`src/rtl/rr_arb16_pkg.sv`:
```
// Shared constants and types for the 16-way round-robin arbiter.
// Holds requester count, index/counter widths and FSM encodings.
package rr_arb16_pkg;

    localparam int N_REQ = 16;
    localparam int IDX_W = 4;
    localparam int CNT_W = 8;

    typedef enum logic {
        S_IDLE = 1'b0,
        S_BUSY = 1'b1
    } state_t;

endpackage

```
`src/rtl/rr_arb16_onehotdec.sv`:
```
// One-hot to binary index decoder.
// Output is zero when the input vector is all-zero.
module onehotdec #(
    parameter int N = 16,
    parameter int W = 4
) (
    input  logic [N-1:0] onehot,
    output logic [W-1:0] idx
);

    // OR together the indices of all set bits; exact for one-hot input
    always_comb begin
        idx = '0;
        for (int i = 0; i < N; i++) begin
            if (onehot[i]) idx = idx | W'(i);
        end
    end

endmodule

```
`src/rtl/rr_arb16.sv`:
```
// 16-requester round-robin arbiter with hold-time limit.
// Registered one-hot grant; preempt pulses on hold timeout.
module rr_arb16
    import rr_arb16_pkg::*;
#(
    parameter int unsigned MAX_HOLD = 8
) (
    input  logic             clk,
    input  logic             rst,
    input  logic [N_REQ-1:0] req,
    input  logic             rel,
    output logic [N_REQ-1:0] gnt,
    output logic [IDX_W-1:0] gnt_idx,
    output logic             busy,
    output logic             preempt
);

    state_t           state, state_n;
    logic [N_REQ-1:0] gnt_n;
    logic [IDX_W-1:0] ptr, ptr_n;
    logic [CNT_W-1:0] hold, hold_n;
    logic             preempt_n;

    logic [2*N_REQ-1:0] dbl;
    logic [N_REQ-1:0]   rot;
    logic [IDX_W-1:0]   off;
    logic [IDX_W-1:0]   win;
    logic               owner;
    logic               timeout;

    // Rotate requests so ptr sits at bit 0, then take the lowest set bit
    always_comb begin
        dbl = {req, req} >> ptr;
        rot = dbl[N_REQ-1:0];
        off = '0;
        for (int i = N_REQ - 1; i >= 0; i--) begin
            if (rot[i]) off = IDX_W'(i);
        end
        win = ptr + off;
    end

    assign owner   = |(req & gnt);
    assign timeout = (hold == CNT_W'(MAX_HOLD - 1));

    // Next-state, grant, pointer, hold counter and preempt decisions
    always_comb begin
        state_n   = state;
        gnt_n     = gnt;
        ptr_n     = ptr;
        hold_n    = hold;
        preempt_n = 1'b0;
        case (state)
            S_IDLE: begin
                if (|req) begin
                    gnt_n      = '0;
                    gnt_n[win] = 1'b1;
                    ptr_n      = win + IDX_W'(1);
                    hold_n     = '0;
                    state_n    = S_BUSY;
                end
            end
            S_BUSY: begin
                if (rel || !owner || timeout) begin
                    gnt_n     = '0;
                    hold_n    = '0;
                    state_n   = S_IDLE;
                    preempt_n = timeout && !rel && owner;
                end else begin
                    hold_n = hold + CNT_W'(1);
                end
            end
            default: begin
                gnt_n   = '0;
                hold_n  = '0;
                state_n = S_IDLE;
            end
        endcase
    end

    // State register with asynchronous reset
    always_ff @(posedge clk or posedge rst) begin
        if (rst) begin
            state   <= S_IDLE;
            gnt     <= '0;
            ptr     <= '0;
            hold    <= '0;
            preempt <= 1'b0;
        end else begin
            state   <= state_n;
            gnt     <= gnt_n;
            ptr     <= ptr_n;
            hold    <= hold_n;
            preempt <= preempt_n;
        end
    end

    onehotdec #(
        .N (N_REQ),
        .W (IDX_W)
    ) u_dec (
        .onehot (gnt),
        .idx    (gnt_idx)
    );

    assign busy = |gnt;

endmodule

```
`config.mk`:
```
export PLATFORM = sky130hd
export DESIGN_NAME = rr_arb16
export DESIGN_NICKNAME = d
export VERILOG_FILES = /design/src/rtl/rr_arb16_pkg.sv /design/src/rtl/rr_arb16_onehotdec.sv /design/src/rtl/rr_arb16.sv
export SDC_FILE = /design/constraint.sdc
export NUM_CORES = 1
export LEC_CHECK = 0
export ABC_AREA = 0
export CORE_UTILIZATION = 41
export CTS_CLUSTER_SIZE = 20
export DETAILED_ROUTE_END_ITERATION = 8
export GPL_TIMING_DRIVEN = 0
export MAX_ROUTING_LAYER = met4
export PLACE_DENSITY = 0.68
export SETUP_SLACK_MARGIN = 0.15
export SYNTH_ARGS = -nofsm -noshare
export SYNTH_HDL_FRONTEND = slang
export SYNTH_SLANG_ARGS = --single-unit
```
`constraint.sdc`:
```
create_clock -name clk -period 5.2 [get_ports clk]
set_input_delay 1.3 -clock clk [delete_from_list [all_inputs] [get_ports clk]]
set_output_delay 1.3 -clock clk [all_outputs]
set_load 0.05 [all_outputs]
```
* After elaboration in Yosys (flattened, before gate mapping)
Cells that the tools add are included.
Word-level totals: memory bits (writable) 0, input bits 19, ROM bits 0, latch bits 0, logic and storage cells 72, output and inout bits 22, bits in registers 30, memories kept 0
Cells by class: bitwise gates (word level) 2, equal/unequal tests 3, magnitude comparators 2, divide/modulo/power cells 0, shift-type cells 1, add/sub/neg operators 3, muxes and demuxes 44, reduce and logical (&&, ||, !) cells 12, multiply operators 0
Operators with widths (number):
- $mux W4 | 24
- $reduce_or A16 Y1 | 3
- $mux W16 | 2
- $pmux W16 S2 | 1
- $shr A32 B4 Y16 | 1
- $and A16 B16 Y16 | 1
- $mux W8 | 2
- $pmux W8 S2 | 1
- $mux W3 | 4
- $add A8 B1 Y8 const B | 1
- $eq A8 B3 Y1 const B | 1
- $mux W1 | 6
- $lt A4 B5 Y1 const B | 1
- $add A4 B1 Y4 const B | 1
- $add A4 B4 Y4 | 1
- $demux W1 S4 | 1
- $ge A4 B1 Y1 const B | 1
- $mux W2 | 2
- $reduce_and A2 Y1 | 2
- $logic_and A1 B1 Y1 | 3
- $logic_not A1 Y1 | 2
- $logic_or A1 B1 Y1 | 2
- $ne A2 B1 Y1 const B | 1
- $ne A2 B2 Y1 const B | 1
- 2 further kinds | 2

* Logic depth before layout (Yosys ltp)
Gate-level depths: netlist of the first run.
word-level depth 24, depth in mapped cells 17, depth with buffers taken out 15

* Hierarchy
From an unflattened synthesis of the first run, not the netlist that was laid out.
Unflattened totals: cells, all modules 305, area, all modules 3000.4 um2
By module, submodules not included:
- rr_arb16 | times used 1, cells an instance 294, area an instance 2935.3 um2, seq. area each 750.7 um2
- onehotdec | times used 1, cells an instance 11, area an instance 65.1 um2, seq. area each 0.0 um2

* Worst setup path after synthesis of the first run
No wires, ideal clock.
kind input to register, start point input port req[10], end point register gnt[6], data required time 5133 ps, slack 664 ps, setup time 67 ps, data arrival time 4468 ps, stages 14, path buffers 0, path through mux4_1 -> nor3_1 -> a211oi_1 -> a21o_1 -> o311ai_0 -> nand3_1 -> a311oi_1 -> ha_1 -> a21o_1 -> a21oi_1 -> xnor2_1 -> xnor2_2 -> and3_1 -> a22o_1
Between the ends: longest elaborated chain between the ends 24, elaborated cells on any way between the ends 34, classes of those cells add/sub: 1; order compare: 2; eq/ne: 2; shift: 1; mux: 20; bitwise: 1; reduce/logical: 7
Ends and longest elaborated chain:
- from (decl) | line rr_arb16.sv:10 | input logic [N_REQ-1:0] req,
- $shr A32 B4 Y16 | line rr_arb16.sv:33 | dbl = {req, req} >> ptr;
- $mux W4 (16 in series) | line rr_arb16.sv:37 | if (rot[i]) off = IDX_W'(i);
- $add A4 B4 Y4 | line rr_arb16.sv:39 | win = ptr + off;
- $lt A4 B5 Y1 (not written as such) / $ge A4 B1 Y1 (equally long branches) | line rr_arb16.sv:56 | gnt_n[win] = 1'b1;
- $logic_and A1 B1 Y1 (not written as such) | line rr_arb16.sv:56
- $mux W1 (not written as such) | line rr_arb16.sv:56
- $demux W1 S4 | line rr_arb16.sv:56
- $mux W16 | line rr_arb16.sv:54 | if (|req) begin
- $pmux W16 S2 | line rr_arb16.sv:52 | case (state)
- to (signal assigned) | line rr_arb16.sv:90 | gnt <= gnt_n;
- to (decl) | line rr_arb16.sv:12 | output logic [N_REQ-1:0] gnt,
Parallel ways exist; a longest one is shown, timed or not. The select of a mux whose other input is x is not followed. A chain may end at the register's enable or synchronous reset.

* Final worst setup path of the first run
start point input port req[4], end point register gnt[3]
The elaborated chain is that of the path after synthesis.

==> metrics.yaml, run 1 <==
status: "completed"
path_clk_slew_ns: 0.06
syn-cell-area_mm2: 0.00304
ys_ff_latch: 30
routed_via_density: 6.38
cts_tree: "done"
grt_pass1_wl_um: 15100
core_mm2: 0.00721
async_flop_share: 1.00
via_count: 3005
yosys.cell_types.count: 54
place_inst: 459
p_leak_nw: 1.60
drv_slew: 0
post-route-period-util: 0.936
synth_warnings: 0
routed_wl_um: 9370
rsz0062_at_grt: "no"
grt_pass1_vias: 2971
min_path_type: "register to register"
cp.arrival_ns: 5.03
clk_path_buf_depth: 2
h-tree-depth: 2
detailed_place_hpwl_um: 6930
yosysSeqAreaShare: 0.247
drtAntennaViolNets: 0
worstMarginPinSlew_ns: 1.08
io_buffers: 40
die_w_um: 88.1
wl_per_cell_um: 19.9
areaGrowthSynthToFinish_pct: 24.5
hold_viol: 0
end_kind: "register"
cts_made_buffers: 5
fin_cells: 471
syn_nets: 348
gr-total-overflow: 0
layout-drive-gt1-share: 0.188
gp_congestion: 0.922
placed_area_mm2: 0.00356
clock_sinks: 30
crit_fanout: 8
antenna_found_initial: 0
synthFlopType: "dfrtp_1"
power_density_mw_per_mm2: 746
synth_cells: 320
drv_cap: 0
ios: 41
worst_hold_slack_ns: 0.480
worst_ir_drop_vdd_mv: 0.290
crit_type: "input port to register"
grt_start_max_net_pins: 31
track_usage: 0.265
initial_core_util: 0.421
min_period_ns: 4.87
drc: 0
fmax_mhz: 205
final_cell_area_mm2: 0.00378
initialDrtViolationCount: 242
cp.required_ns: 5.37
die_area_mm2: 0.00776
synth_edf_count: 0
clk_latency_ns: 0.28
utilization: 0.524
root_buffer: "clkbuf_8"
final_nets: 400
start_kind: "input port"
firstDrtPassIters: 5
num_rows: 31
diodes: 0
avgSynthCellArea_um2: 9.49
total_power_mw: 2.82
setup_violations: 0
fp.dieH_um: 88.1
skew_ns: 0.00514
slew-limit-headroom: 0.276
## registers in the layout (all words and copies together), names as in the netlist
| name | count |
|---|---|
| state | 1 |
| hold | 8 |
| preempt | 1 |
| ptr | 4 |
| gnt | 16 |
## layout make-up
| type | instances | area (um^2) |
|---|---|---|
| plain buffers | 15 | 91.3 |
| clock buffers | 7 | 76.3 |
| fillers | 693 | 3430 |
| inverters | 13 | 48.8 |
| multi-input cells | 262 | 2230 |
| flip-flops and latches | 30 | 751 |
| well taps | 99 | 124 |
| repair buffers | 45 | 458 |
## critical path, cell delays in order
cell             delay [ns]
clkdlybuf4s15_1        0.33
mux4_2                 0.62
mux2i_1                0.25
a21bo_2                0.29
a221oi_1               0.33
o311ai_2               0.17
nand3_1                0.15
a311oi_2               0.12
buf_4                  0.16
fa_1                   0.42
xor2_2                 0.33
inv_1                  0.15
and3_4                 0.23
a22o_1                 0.18
## timing repair
| item | CTS | global route |
|---|---|---|
| pin swaps | 2 | 2 |
| setup buffers | 3 | 2 |
| endpoints found under the hold margin | 0 | 0 |
| endpoints found under the setup margin | 19 | 18 |
| gates cloned | 0 | 0 |
| gates resized for setup | 20 | 19 |
| hold buffers | 0 | 0 |
## synth_stat cells, types with 8 or more instances
| master | number | area share |
|---|---|---|
| nand2_1 | 20 | 0.025 |
| o21ai_0 | 20 | 0.033 |
| nor4_1 | 11 | 0.023 |
| clkbuf_1 | 9 | 0.011 |
| dfrtp_1 | 30 | 0.25 |
| inv_1 | 11 | 0.014 |
| a22o_1 | 24 | 0.069 |
| mux2_2 | 20 | 0.074 |
| a221oi_1 | 10 | 0.029 |
| ha_1 | 8 | 0.033 |
| a21oi_1 | 10 | 0.016 |
| nor2_1 | 22 | 0.027 |
| mux4_2 | 10 | 0.074 |
| mux2i_1 | 19 | 0.063 |
| nand3_1 | 9 | 0.015 |
## power by group
group / leakage [nW] / internal, mW / switching (mW) / total [mW]
registers: 0.404 / 0.277 / 0.0616 / 0.338
clock network: 0.0383 / 0.0918 / 0.0799 / 0.172
logic: 1.16 / 0.980 / 1.33 / 2.31
## kinds of logic (layout without fill, tap and decap cells)
| group | Yosys count | in the layout | synth area share |
|---|---|---|---|
| buffers and inverters | 28 | 80 | 0.0461 |
| and+or+nand+nor | 94 | 94 | 0.158 |
| adders and majority gates | 9 | 9 | 0.0395 |
| xor gates and xnor gates | 6 | 6 | 0.0198 |
| muxes | 51 | 51 | 0.228 |
| AOI/OAI and AO/OA | 102 | 102 | 0.262 |
| DFF | 30 | 30 | 0.247 |
## through the flow
step	setup slack, ns	TNS, ns
floorplan	0.664	0
global placement	-0.657	-10.60
detailed placement	-0.687	-11.33
CTS	0.184	0
global route	0.141	0
finish	0.334	0
## path summary, 6_finish.rpt
path,start,endpoint,slack [ns],cells past startpoint
setup / recovery,req[4],gnt[3],0.33,14
hold / removal,hold[7],hold[7],0.48,1
setup reg to reg,ptr[1],gnt[8],0.73,16
hold reg to reg,hold[7],hold[7],0.48,1
max in group asynchronous,rst,hold[4],2.95,2
min in group asynchronous,rst,gnt[15],1.59,2
## metal layers
| layer | share of wire | vias to the layer above | global-route usage |
|---|---|---|---|
| li1 | - | 1363 | - |
| met1 | 0.43 | 1472 | 0.338 |
| met2 | 0.48 | 148 | 0.419 |
| met3 | 0.065 | 22 | 0.0405 |
| met4 | 0.030 | 0 | 0.111 |
| met5 | 0 | - | - |
## placed cells by master (no fill, tap or decap), types with 8 or more instances in the layout
master            n
dfrtp_1          30
o21ai_0          20
dlymetal6s2s_1   10
inv_1            11
mux2i_1          15
a22o_1           24
a21oi_1          10
nor2_1           21
nor4_1           11
mux2_2           20
nand3_1           9
ha_1              8
nand2_1          20
clkdlybuf4s50_1  24
a221oi_1         10
clkbuf_1         11
mux4_2           12
Power figures use the tool's default switching activity.
==> inputs of run 2 (changes only) <==
--- a/config.mk
+++ b/config.mk
@@ -6,12 +6,13 @@
 export NUM_CORES = 1
 export LEC_CHECK = 0
 export ABC_AREA = 0
-export CORE_UTILIZATION = 41
+export CORE_UTILIZATION = 39
 export CTS_CLUSTER_SIZE = 20
 export DETAILED_ROUTE_END_ITERATION = 8
 export GPL_TIMING_DRIVEN = 0
 export MAX_ROUTING_LAYER = met4
-export PLACE_DENSITY = 0.68
+export PLACE_DENSITY = 0.66
+export RECOVER_POWER = 100
 export SETUP_SLACK_MARGIN = 0.15
 export SYNTH_ARGS = -nofsm -noshare
 export SYNTH_HDL_FRONTEND = slang
==> run 2 against run 1 <==
Net effect:
- total power down 0.33%
- via count down 0.83%
- die area up 5.0%
- sequential power about the same
- fmax down 1.5%
- non-clock buffer count unchanged
- critical path depth up 2
- sequential cell count unchanged
- final area down 0.46%
- register-to-register slack worse by 0.17 ns
- highest routed layer unchanged
==> metrics.yaml, run 2 (synthesized netlist as in run 1, its figures left out) <==
routed_wl_um: 9520  # was 9370 um
gp_congestion: 0.902  # was 0.922
num_rows: 31  # unchanged
final_common_cell: "dfrtp_1"  # unchanged
detailed_place_hpwl_um: 7140  # was 6930 um
setup_violations: 0  # unchanged
rsz0062_at_grt: "no"  # unchanged
gr-total-overflow: 0  # unchanged
clock_sinks: 30  # unchanged
setup_ws_ns: 0.259  # was 0.334 ns
min_path_type: "register to register"  # unchanged
worstMarginPinSlew_ns: 1.09  # was 1.08 ns
skew_ns: 0.00276  # was 0.00514 ns
layout_common_cells: "dfrtp_1 (30), a22o_1 (24), dlygate4sd3_1 (23)"  # was dfrtp_1 (30), a22o_1 (24), clkdlybuf4s50_1 (24)
routed_via_density: 6.34  # was 6.38
hold_path.startpoint: "hold[7]"  # unchanged
cp.required_ns: 5.41  # was 5.37 ns
dp_slack_ns: -0.727  # was -0.687 ns
path_clk_slew_ns: 0.06  # about the same
hold_viol: 0  # unchanged
end_kind: "register"  # unchanged
top_register: "gnt"  # unchanged
core_mm2: 0.00741  # was 0.00721 mm^2
h-tree-depth: 2  # unchanged
power_density_mw_per_mm2: 747  # was 746 mW/mm^2
layout-drive-gt1-share: 0.186  # was 0.188
p_leak_nw: 1.63  # was 1.60 nW
via_count: 2980  # was 3,005
areaGrowthSynthToFinish_pct: 24.0  # was 24.5%
cp.arrival_ns: 5.16  # was 5.03 ns
drv_slew: 0  # unchanged
grt_pass1_vias: 2856  # was 2,971
grt_pass1_wl_um: 15300  # was 15,100 um
clk_latency_ns: 0.28  # about the same
clk_path_buf_depth: 2  # unchanged
reg_top3: "gnt: 16 flops, hold: 8 flops, ptr: 4 flops"  # unchanged
crit_fanout: 8  # unchanged
drtAntennaViolNets: 0  # unchanged
ios: 41  # unchanged
diodes: 0  # unchanged
io_buffers: 40  # unchanged
cts_made_buffers: 5  # unchanged
initial_core_util: 0.410  # was 0.421
start_kind: "input port"  # unchanged
wl_per_cell_um: 20.2  # was 19.9 um
antenna_found_initial: 0  # unchanged
min_period_ns: 4.94  # was 4.87 ns
crit_path_start: "req[9]"  # was req[4]
post-route-period-util: 0.950  # was 0.936
crit_type: "input port to register"  # unchanged
drc: 0  # unchanged
worst_ir_drop_vdd_mv: 0.310  # was 0.290 mV
final_nets: 400  # unchanged
r2r-start: "ptr[1]"  # unchanged
grt_start_max_net_pins: 31  # unchanged
status: "completed"  # unchanged
utilization: 0.508  # was 0.524
die_area_mm2: 0.00815  # was 0.00776 mm^2
fp.dieH_um: 90.3  # was 88.1 um
root_buffer: "clkbuf_8"  # unchanged
largest_reg_flops: 16  # unchanged
drv_cap: 0  # unchanged
die_w_um: 90.3  # was 88.1 um
initialDrtViolationCount: 197  # was 242
slew-limit-headroom: 0.270  # was 0.276
fmax_mhz: 202  # was 205 MHz
firstDrtPassIters: 6  # was 5
track_usage: 0.243  # was 0.265
cts_tree: "done"  # unchanged
-- run 2: cell count changes in the layout (fill, tap and decap cells not counted), moves of 2 or more --
cell,delta
dlygate4sd2_1,+8
clkdlybuf4s15_1,-2
clkbuf_1,-2
and3_1,+2
dlygate4sd3_1,+23
dlymetal6s2s_1,-6
and3_4,-2
clkdlybuf4s50_1,-23
-- run 2: power breakdown --
group	switching (mW)	internal, mW
Clock	0.0792	0.102
Sequential	0.0589	0.277
Combinational	1.33	0.965
Total	1.47	1.34
-- run 2: critical path: stages --
cell           delay, ns
dlygate4sd2_1       0.34
mux4_2              0.56
nor3_1              0.25
a21oi_1             0.07
o21a_1              0.20
o311ai_2            0.37
nand3_1             0.13
a311oi_1            0.41
ha_1                0.30
a21o_1              0.16
a21oi_1             0.17
xnor2_1             0.11
xnor2_2             0.16
buf_4               0.17
nor3_2              0.27
a22o_1              0.18
-- run 2: per-layer routing --
metal | global-route usage | wire (um)
met1 | 0.332 | 4220
met2 | 0.359 | 4360
met3 | 0.0328 | 580
met4 | 0.108 | 350
met5 | - | 0
-- run 2: worst paths after layout --
path / endpoint / slack [ns] / depth (start not counted)
worst max-delay path: gnt[13] / 0.26 / 16
worst min-delay path: hold[7] / 0.48 / 1
worst max register to register: gnt[13] / 0.56 / 16
worst min register to register: hold[7] / 0.48 / 1
max in group asynchronous: gnt[2] / 2.80 / 2
min in group asynchronous: preempt / 1.74 / 2
-- run 2: cell type report --
cell class | instances | area (um^2)
fillers | 694 | 3640
multi-input cells | 262 | 2240
flip-flops and latches | 30 | 751
repair buffers | 45 | 433
well taps | 99 | 124
plain buffers | 15 | 91.3
clock buffers | 6 | 82.6
inverters | 13 | 48.8
-- run 2: stage by stage --
stage | hold WS (ns) | area (um^2) | TNS [ns] | std cells | total power, mW
3_5_place_dp | 0.468 | 3560 | -12.50 | 459 | 2.43
4_1_cts | 0.481 | 3710 | 0 | 467 | 2.74
6_report | 0.477 | 3770 | 0 | 470 | 2.81
2_1_floorplan | 0.437 | 3040 | 0 | 320 | 1.93
3_3_place_gp | 0.460 | 3560 | -11.73 | 459 | 2.40
5_1_grt | 0.503 | 3770 | 0 | 470 | 3.01
-- run 2: timing repair --
item,CTS,global route
endpoints found under the setup margin,19,18
gates resized for setup,27,12
hold buffers,0,0
setup buffers,2,3
pin swaps,2,1
gates cloned,0,0
==> inputs of run 3 (changes only) <==
--- a/config.mk
+++ b/config.mk
@@ -9,7 +9,7 @@
 export CORE_UTILIZATION = 39
 export CTS_CLUSTER_SIZE = 20
 export DETAILED_ROUTE_END_ITERATION = 8
-export GPL_TIMING_DRIVEN = 0
+export GPL_TIMING_DRIVEN = 1
 export MAX_ROUTING_LAYER = met4
 export PLACE_DENSITY = 0.66
 export RECOVER_POWER = 100
==> run 3 against run 2 <==
Net effect:
- register-to-register slack gained 0.10 ns
- clock power shrank 4%
- final area grew 5.6%
- fmax shrank 0.39%
- utilization grew 2.9 points
- non-clock buffer count grew 32
- sequential cell count is the same
- worst setup slack lost 0.019 ns
- sequential share of layout area shrank 1.1 points
- total power grew 2.8%
- sequential power grew 13%
- critical path depth is the same
==> metrics.yaml, run 3 (synthesized netlist as in run 1, its figures left out) <==
status: "completed"  # unchanged
wl_per_cell_um: 18.7  # was 20.2 um
min_path_type: "register to register"  # unchanged
power_density_mw_per_mm2: 727  # was 747 mW/mm^2
path_clk_slew_ns: 0.06  # about the same
routed_via_density: 6.09  # was 6.34
gr-total-overflow: 0  # unchanged
areaGrowthSynthToFinish_pct: 30.9  # was 24.0%
crit_type: "input port to register"  # unchanged
worstMarginPinSlew_ns: 1.10  # was 1.09 ns
nFillCells: 687  # was 694
slew-limit-headroom: 0.265  # was 0.270
core_mm2: 0.00741  # unchanged
diodes: 0  # unchanged
reg_top3: "gnt: 16 flops, hold: 8 flops, ptr: 4 flops"  # unchanged
layout_common_cells: "buf_4 (51), dfrtp_1 (30), a22o_1 (24), dlygate4sd3_1 (24), nor2_1 (21)"  # was dfrtp_1 (30), a22o_1 (24), dlygate4sd3_1 (23)
routed_wl_um: 9430  # was 9520 um
die_area_mm2: 0.00815  # unchanged
via_count: 3061  # was 2,980
final_common_cell: "buf_4"  # was dfrtp_1
layout-drive-gt1-share: 0.265  # was 0.186
die_w_um: 90.3  # unchanged
drv_cap: 0  # unchanged
start_kind: "input port"  # unchanged
ios: 41  # unchanged
worst_ir_drop_vdd_mv: 0.386  # was 0.310 mV
fp.dieH_um: 90.3  # unchanged
antenna_found_initial: 0  # unchanged
utilization: 0.537  # was 0.508
drv_slew: 0  # unchanged
initialDrtViolationCount: 276  # was 197
p_leak_nw: 1.79  # was 1.63 nW
regArea_um2: 751  # unchanged
fmax_mhz: 202  # about the same
drtAntennaViolNets: 0  # unchanged
cp.arrival_ns: 5.13  # was 5.16 ns
h-tree-depth: 2  # unchanged
grt_start_max_net_pins: 31  # unchanged
setup_violations: 0  # unchanged
rsz0062_at_grt: "no"  # unchanged
cp.required_ns: 5.37  # was 5.41 ns
gp_congestion: 0.927  # was 0.902
worst_hold_slack_ns: 0.484  # was 0.477 ns
skew_ns: 0.00382  # was 0.00276 ns
hold_viol: 0  # unchanged
clk_latency_ns: 0.28  # about the same
clk_path_buf_depth: 2  # unchanged
cts_tree: "done"  # unchanged
end_kind: "register"  # unchanged
firstDrtPassIters: 5  # was 6
io_buffers: 40  # unchanged
top_register: "gnt"  # unchanged
drc: 0  # unchanged
post-route-period-util: 0.954  # was 0.950
crit_fanout: 4  # was 8
detailed_place_hpwl_um: 7200  # was 7140 um
root_buffer: "clkbuf_8"  # unchanged
min_period_ns: 4.96  # was 4.94 ns
initial_core_util: 0.410  # unchanged
num_rows: 31  # unchanged
grt_pass1_wl_um: 15600  # was 15,300 um
cts_made_buffers: 5  # unchanged
clock_sinks: 30  # unchanged
multiInputGateArea_mm2: 0.00218  # was 0.00224 mm^2
final_nets: 432  # was 400
grt_pass1_vias: 3062  # was 2,856
largest_reg_flops: 16  # unchanged
track_usage: 0.244  # was 0.243
## run 3: layer usage
metal  track usage  vias to the layer above  part of all wire
li1              -                     1431                 -
met1         0.305                     1482              0.41
met2         0.405                      126              0.50
met3        0.0286                       22             0.059
met4        0.0968                        0             0.032
met5             -                        -                 0
## run 3: path summary, 6_finish.rpt
kind,start,to,slack [ns],cells past startpoint
min,hold[7],hold[7],0.48,1
min in group asynchronous,rst,hold[0],1.75,2
min reg2reg,hold[7],hold[7],0.48,1
max,req[1],gnt[8],0.24,16
max reg2reg,ptr[2],ptr[3],0.66,16
max in group asynchronous,rst,ptr[1],2.79,2
## run 3: area by class of cell
| type | instances | share of cell area |
|---|---|---|
| timing repair buffer | 92 | 0.200 |
| multi-input combinational | 262 | 0.548 |
| sequential | 30 | 0.189 |
| tap | 99 | 0.0311 |
| clock buffer | 7 | 0.0192 |
| inverter | 13 | 0.0123 |
## run 3: metrics by stage
stage          worst slack, ns  instance area (um^2)  setup TNS (ns)  power (mW)  cells
2_1_floorplan            0.664                  3040               0        1.93    320
3_3_place_gp            -0.203                  3850           -3.23        2.60    494
3_5_place_dp            -0.239                  3850           -3.79        2.62    494
4_1_cts                  0.200                  3930               0        2.81    501
5_1_grt                 0.0591                  3980               0        3.13    503
6_report                 0.240                  3980               0        2.89    503
## run 3: report_power, final
| part | internal (mW) | leakage (nW) | switching (mW) |
|---|---|---|---|
| combinational | 1.09 | 1.35 | 1.25 |
| sequential | 0.275 | 0.404 | 0.104 |
| clock | 0.0918 | 0.0383 | 0.0807 |
| total | 1.45 | 1.79 | 1.44 |
## run 3: what timing repair did
action,CTS,global route
setup buffers,0,2
gates cloned,0,0
resized for setup,2,18
pin swaps,1,2
hold buffers,0,0
setup endpoints to repair,17,18
## run 3: worst max-delay path, stage by stage
cell and delay (ns):
dlygate4sd3_1 0.60, mux4_2 0.50, mux2i_2 0.18, a21bo_2 0.26, buf_4 0.13, a221oi_2 0.24, o311ai_1 0.16, nand3_1 0.14
a311oi_2 0.12, buf_4 0.16, buf_4 0.12, fa_1 0.55, buf_4 0.14, inv_1 0.05, ha_1 0.25, a22o_1 0.21
